### src/rtl/mux_4x1_rr_arbiter.sv
// mux_4x1_rr_arbiter
// Round-robin arbiter that shares one 4:1 single-bit mux between four
// requesters. A grant is held while its requester keeps asking, up to
// MAX_HOLD cycles, then force-released. Every release is followed by at
// least one idle cycle. All outputs are registered.
// MAX_HOLD must lie in 1..255 and 2**CNT_W must exceed MAX_HOLD.
module mux_4x1_rr_arbiter #(
  parameter int MAX_HOLD = 8,
  parameter int CNT_W    = 8
) (
  input  logic       clk,
  input  logic       rst,
  input  logic [3:0] req,
  input  logic [3:0] data_in,
  output logic [1:0] sel,
  output logic [3:0] gnt,
  output logic       busy,
  output logic       y_q,
  output logic       y_valid,
  output logic       timeout
);

  localparam logic [0:0] ST_IDLE  = 1'b0;
  localparam logic [0:0] ST_GRANT = 1'b1;

  // Hold counter value on the last permitted grant cycle.
  localparam logic [CNT_W-1:0] HOLD_LAST = CNT_W'(MAX_HOLD - 1);
  localparam logic [CNT_W-1:0] CNT_ONE   = CNT_W'(1);

  // Binary index to one-hot grant vector.
  function automatic logic [3:0] onehot4(input logic [1:0] idx);
    logic [3:0] oh;
    oh      = 4'b0000;
    oh[idx] = 1'b1;
    return oh;
  endfunction

  logic [0:0]       state_r;
  logic [CNT_W-1:0] hold_cnt_r;
  logic [1:0]       last_r;
  logic [1:0]       sel_r;
  logic [3:0]       gnt_r;
  logic             busy_r;
  logic             y_q_r;
  logic             y_valid_r;
  logic             timeout_r;

  logic             pick_valid_s;
  logic [1:0]       pick_idx_s;
  logic [1:0]       cand_s;
  logic             vol_s;
  logic             lim_s;

  // Rotating priority scan: last+1, last+2, last+3, then last itself.
  always_comb begin
    pick_valid_s = 1'b0;
    pick_idx_s   = last_r;
    cand_s       = last_r;
    for (int k = 1; k <= 4; k++) begin
      cand_s = last_r + 2'(k);
      if (!pick_valid_s && req[cand_s]) begin
        pick_valid_s = 1'b1;
        pick_idx_s   = cand_s;
      end else begin
        pick_idx_s   = pick_idx_s;
      end
    end
  end

  // Release conditions for the current owner (sel_r holds the owner index).
  always_comb begin
    vol_s = ~req[sel_r];
    lim_s = (hold_cnt_r == HOLD_LAST);
  end

  // Arbitration FSM with registered outputs and datapath capture.
  always_ff @(posedge clk or posedge rst) begin
    if (rst) begin
      state_r    <= ST_IDLE;
      hold_cnt_r <= '0;
      last_r     <= 2'd3;
      sel_r      <= 2'd0;
      gnt_r      <= 4'b0000;
      busy_r     <= 1'b0;
      y_q_r      <= 1'b0;
      y_valid_r  <= 1'b0;
      timeout_r  <= 1'b0;
    end else begin
      y_valid_r <= 1'b0;
      timeout_r <= 1'b0;
      case (state_r)
        ST_IDLE: begin
          if (pick_valid_s) begin
            state_r    <= ST_GRANT;
            gnt_r      <= onehot4(pick_idx_s);
            sel_r      <= pick_idx_s;
            busy_r     <= 1'b1;
            hold_cnt_r <= '0;
          end else begin
            gnt_r      <= 4'b0000;
            busy_r     <= 1'b0;
          end
        end
        ST_GRANT: begin
          y_q_r     <= data_in[sel_r];
          y_valid_r <= 1'b1;
          if (vol_s || lim_s) begin
            // sel keeps the owner index; a limit hit together with a
            // voluntary drop is reported as voluntary.
            state_r    <= ST_IDLE;
            gnt_r      <= 4'b0000;
            busy_r     <= 1'b0;
            last_r     <= sel_r;
            hold_cnt_r <= '0;
            timeout_r  <= lim_s & ~vol_s;
          end else begin
            hold_cnt_r <= hold_cnt_r + CNT_ONE;
          end
        end
        default: begin
          state_r    <= ST_IDLE;
          gnt_r      <= 4'b0000;
          busy_r     <= 1'b0;
          hold_cnt_r <= '0;
        end
      endcase
    end
  end

  assign sel     = sel_r;
  assign gnt     = gnt_r;
  assign busy    = busy_r;
  assign y_q     = y_q_r;
  assign y_valid = y_valid_r;
  assign timeout = timeout_r;

endmodule

### config.mk
export PLATFORM = sky130hd
export DESIGN_NAME = mux_4x1_rr_arbiter
export DESIGN_NICKNAME = d
export VERILOG_FILES = /design/src/rtl/mux_4x1_rr_arbiter.sv
export SDC_FILE = /design/constraint.sdc
export NUM_CORES = 1
export LEC_CHECK = 0
export BUFFER_PORTS_ARGS = -buffer_cell sky130_fd_sc_hd__buf_2
export CORE_ASPECT_RATIO = 0.6
export CORE_MARGIN = 2
export CORE_UTILIZATION = 38
export DETAILED_ROUTE_END_ITERATION = 16
export PLACE_DENSITY_LB_ADDON = 0.25
export SYNTH_ARGS = -nofsm -noshare
export SYNTH_HDL_FRONTEND = slang
export SYNTH_SLANG_ARGS = --single-unit
### constraint.sdc
create_clock -name clk -period 3.28 [get_ports clk]
set_input_delay 0.656 -clock clk [delete_from_list [all_inputs] [get_ports clk]]
set_output_delay 0.656 -clock clk [all_outputs]
set_load 0.02 [all_outputs]
==> results list <==
- Data on the critical path is required at its endpoint by 3.48 ns.
- Synthesis-to-layout area growth: 12.9%
* Final wirelength: 2300 um
* Category of the worst setup path capture point: flip-flop
- Number of nets with antenna violations after detailed routing: 0
- The worst pin sits at a relative slew slack of 0.477.
* Tmin final: 1.91 ns
- Via count of the first global-routing pass: 753
- First-pass detailed-route iteration total: 4
* Peak VDD IR: 0.000370 V
- Synthesis warning total: 0
- TritonCTS built the clock tree.
* Share of synthesized area occupied by flip-flops and latches: 0.478
* Final slew viol count: 0
- Clock tree synthesis selected as its root buffer the cell clkbuf_8.
- Wire length of the first global-routing pass: 3680 um
* Post-detailed-placement half-perimeter wirelength: 1720 um
- The cell area that synthesis handed to floorplanning was 1100 um^2.
* Port-buffer cells: 19
- After detailed placement, the design holds a cell count of 153.
- At the later pin of the worst-skew pair, clock insertion delay measures 0.26 ns.
- The floorplan has 15 rows.
- # resized after CTS: 0
- Count of boundary I/O pins: 20
- Measured along the x axis, the die boundary spans 73.6 um.
* Worst hold path class: flip-flop to flip-flop
- Final hold violation count: 0
* #FFs+latches synth: 21
* Number of DRC markers after the initial detailed-route iteration: 44
- Commonest cells after routing, fill and taps aside: dfrtp_1 (19), buf_2 (19), o21ai_0 (8), a21oi_1 (8)
- A synthesized cell averages 10.6 um^2.
* Number of fill cells in the layout: 285
* Number of nets produced by synthesis: 115
- STA classifies the critical path startpoint as a primary input.
- Fraction of layout cells with a size suffix above 1: 0.276
* Clock-pin slew of the registers on the worst-case setup and hold paths: 0.07 ns
- Number of H-tree branching levels: 1
- Routability-driven placement congestion ratio: 0.794
- Setup repair after global routing left no endpoint under its margin.
* Critical setup path kind: primary input to flip-flop
- CTS Hold Bufs: 0
- Register-to-Register Setup Slack: 1.42 ns
- Clock Power Share: 0.164
- Across the run, the number of max-cap violations was 0.
- Worst EP arrival: 2.12 ns
- For the pin with the worst max-slew slack, the measured transition is 0.784 ns.
- CTS saw 21 sinks.
* Internal power contribution: 0.000625 W
* Post-route fraction of the period consumed by the critical path: 0.584
- In this run the static leakage power is 0.575 nW.
- Antenna diodes: 0
- Largest buffer count on any clock path: 2
- The routed layout has 866 vias.
* Switching Fraction: 0.397
- After detailed routing, the average wire length per cell comes to 14.6 um.
* Setup slack of the critical path after layout: 1.37 ns
* Vertical die dimension: 45.8 um
* Sum of negative setup slack: 0 ns
- Run status: finished clean
* Clock buffers created by TritonCTS: 3
- Count of unresolved DRC violations after routing: 0
- The floorplan step defined a die boundary enclosing 3370 um^2.
- The number of different library cells used by synthesis comes to 35.
- Logic pwr share: 0.407
- Across every metal layer, demand over resource in global routing totals 0.153.
- Synthesis produced 104 cells.
- OpenSTA, run right after detailed placement, puts the worst setup slack at 1.11 ns.
* Fmax: 522 MHz
* Total power after layout: 0.00104 W
* Setup violation total in the final timing report: 0
- At the end of the flow, the number of nets in the layout was 135.
* Setup skew after layout: 0.00392 ns
* Layout Cells excl Fill: 157
- In this run the worst path has a maximum fanout of 8.
- Dividing the detail-routed via count by the number of cells gives 5.52.
* Initial core utilization: 0.392
- Entering global routing, the biggest net connects 22 pins.
- The floorplan step defined a core boundary enclosing 2820 um^2.
* Initial antenna violation count: 0
- Sum of overflow across all layers after global routing: 0
- Total power density per cell area: 830 nW/um^2
* Number of buffers added for setup after CTS: 0
* Sequential fraction of design power: 0.429
- The analysis attributes to net switching a power of 0.000411 W.
-- cell type report --
type | count | area [um^2] | area share
flip-flops and latches | 21 | 528 | 0.423
multi-input cells | 73 | 514 | 0.412
repair buffers | 19 | 95.1 | 0.0762
clock buffers | 4 | 45.0 | 0.0361
well taps | 34 | 42.5 | 0.0341
inverters | 6 | 22.5 | 0.0181
-- metal layers --
metal	wire (um)	share of wire	vias to the layer above	global-route usage
met5	0	0	-	0
met4	31	0.013	0	0.0436
met3	177	0.077	6	0.0575
met2	917	0.40	31	0.216
met1	1170	0.51	415	0.218
li1	-	-	414	-
-- state kept, by name, indices dropped and copies added (netlist names) --
name / flops
hold_cnt_r: 8
gnt: 4
last_r: 2
sel: 2
busy: 1
state_r: 1
timeout: 1
y_q: 1
y_valid: 1
-- path summary, 6_finish.rpt --
| kind | startpoint | cells after the start | endpoint |
|---|---|---|---|
| worst max-delay path | req[3] | 4 | hold_cnt_r[0]$_DFFE_PP0P_ |
| worst min-delay path | gnt[0]$_DFFE_PP0P_ | 2 | gnt[0]$_DFFE_PP0P_ |
| worst max register to register | sel[0]$_DFFE_PP0P_ | 4 | hold_cnt_r[5]$_DFFE_PP0P_ |
| worst min register to register | gnt[0]$_DFFE_PP0P_ | 2 | gnt[0]$_DFFE_PP0P_ |
| max in group asynchronous | rst | 2 | gnt[2]$_DFFE_PP0P_ |
| min in group asynchronous | rst | 2 | y_valid$_DFF_PP0_ |
-- critical path, stage by stage --
cell,delay [ns]
buf_2,0.13
nor4_1,0.52
nor2b_1,0.55
mux2_2,0.26
-- cell families after synthesis --
kind of cell | after synthesis | synth area share
AO/OA/AOI/OAI | 31 | 0.186
adder cells (fa/ha/maj) | 1 | 0.0113
buffers and inverters | 10 | 0.0566
flip-flops | 21 | 0.478
multiplexers | 6 | 0.0849
AND/OR/NAND/NOR | 35 | 0.183
-- cells in the mapped netlist --
cell       instances  area share
mux4_2             1       0.020
a21o_1             2       0.014
nand2b_1           5       0.028
a221o_1            1      0.0091
a21oi_1            8       0.036
or2_2              2       0.011
mux2_2             4       0.041
a221oi_1           1      0.0079
nor2b_1            1      0.0057
nand2_1            6       0.020
nand4bb_4          1       0.025
o21a_1             2       0.014
buf_6              2       0.020
nand4_1            1      0.0057
inv_1              6       0.020
or3b_1             1      0.0079
clkbuf_1           1      0.0034
and3_1             1      0.0057
o21ai_0            8       0.036
dfrtp_1           19        0.43
nor4_1             1      0.0057
a22o_2             1      0.0091
nor2_1             7       0.024
o211a_1            1      0.0091
and3_2             1      0.0068
a22o_1             2       0.016
a31oi_1            2       0.011
o211ai_1           2       0.014
clkbuf_8           1       0.012
or3_1              1      0.0057
dfstp_2            2       0.048
nand3_1            7       0.032
a2111o_1           1       0.010
mux4_1             1       0.024
ha_1               1       0.011
-- power by group through the flow --
stage	Clock [W]	Combinational [W]	Sequential [W]
2_1_floorplan	0	0.000295	0.000489
3_3_place_gp	0	0.000415	0.000447
3_5_place_dp	0	0.000423	0.000449
4_1_cts	0.000175	0.000423	0.000447
5_1_grt	0.000190	0.000461	0.000461
6_report	0.000170	0.000421	0.000444
-- metrics by stage --
stage	util	hold slack [ns]	instance area (um^2)
final	0.443	0.489	1250
after global routing	0.443	0.522	1250
after CTS	0.443	0.494	1250
after detailed placement	0.427	0.474	1200
after global placement	0.427	0.469	1200
after floorplan	-	0.369	1100
Power figures use the tool's default switching activity.
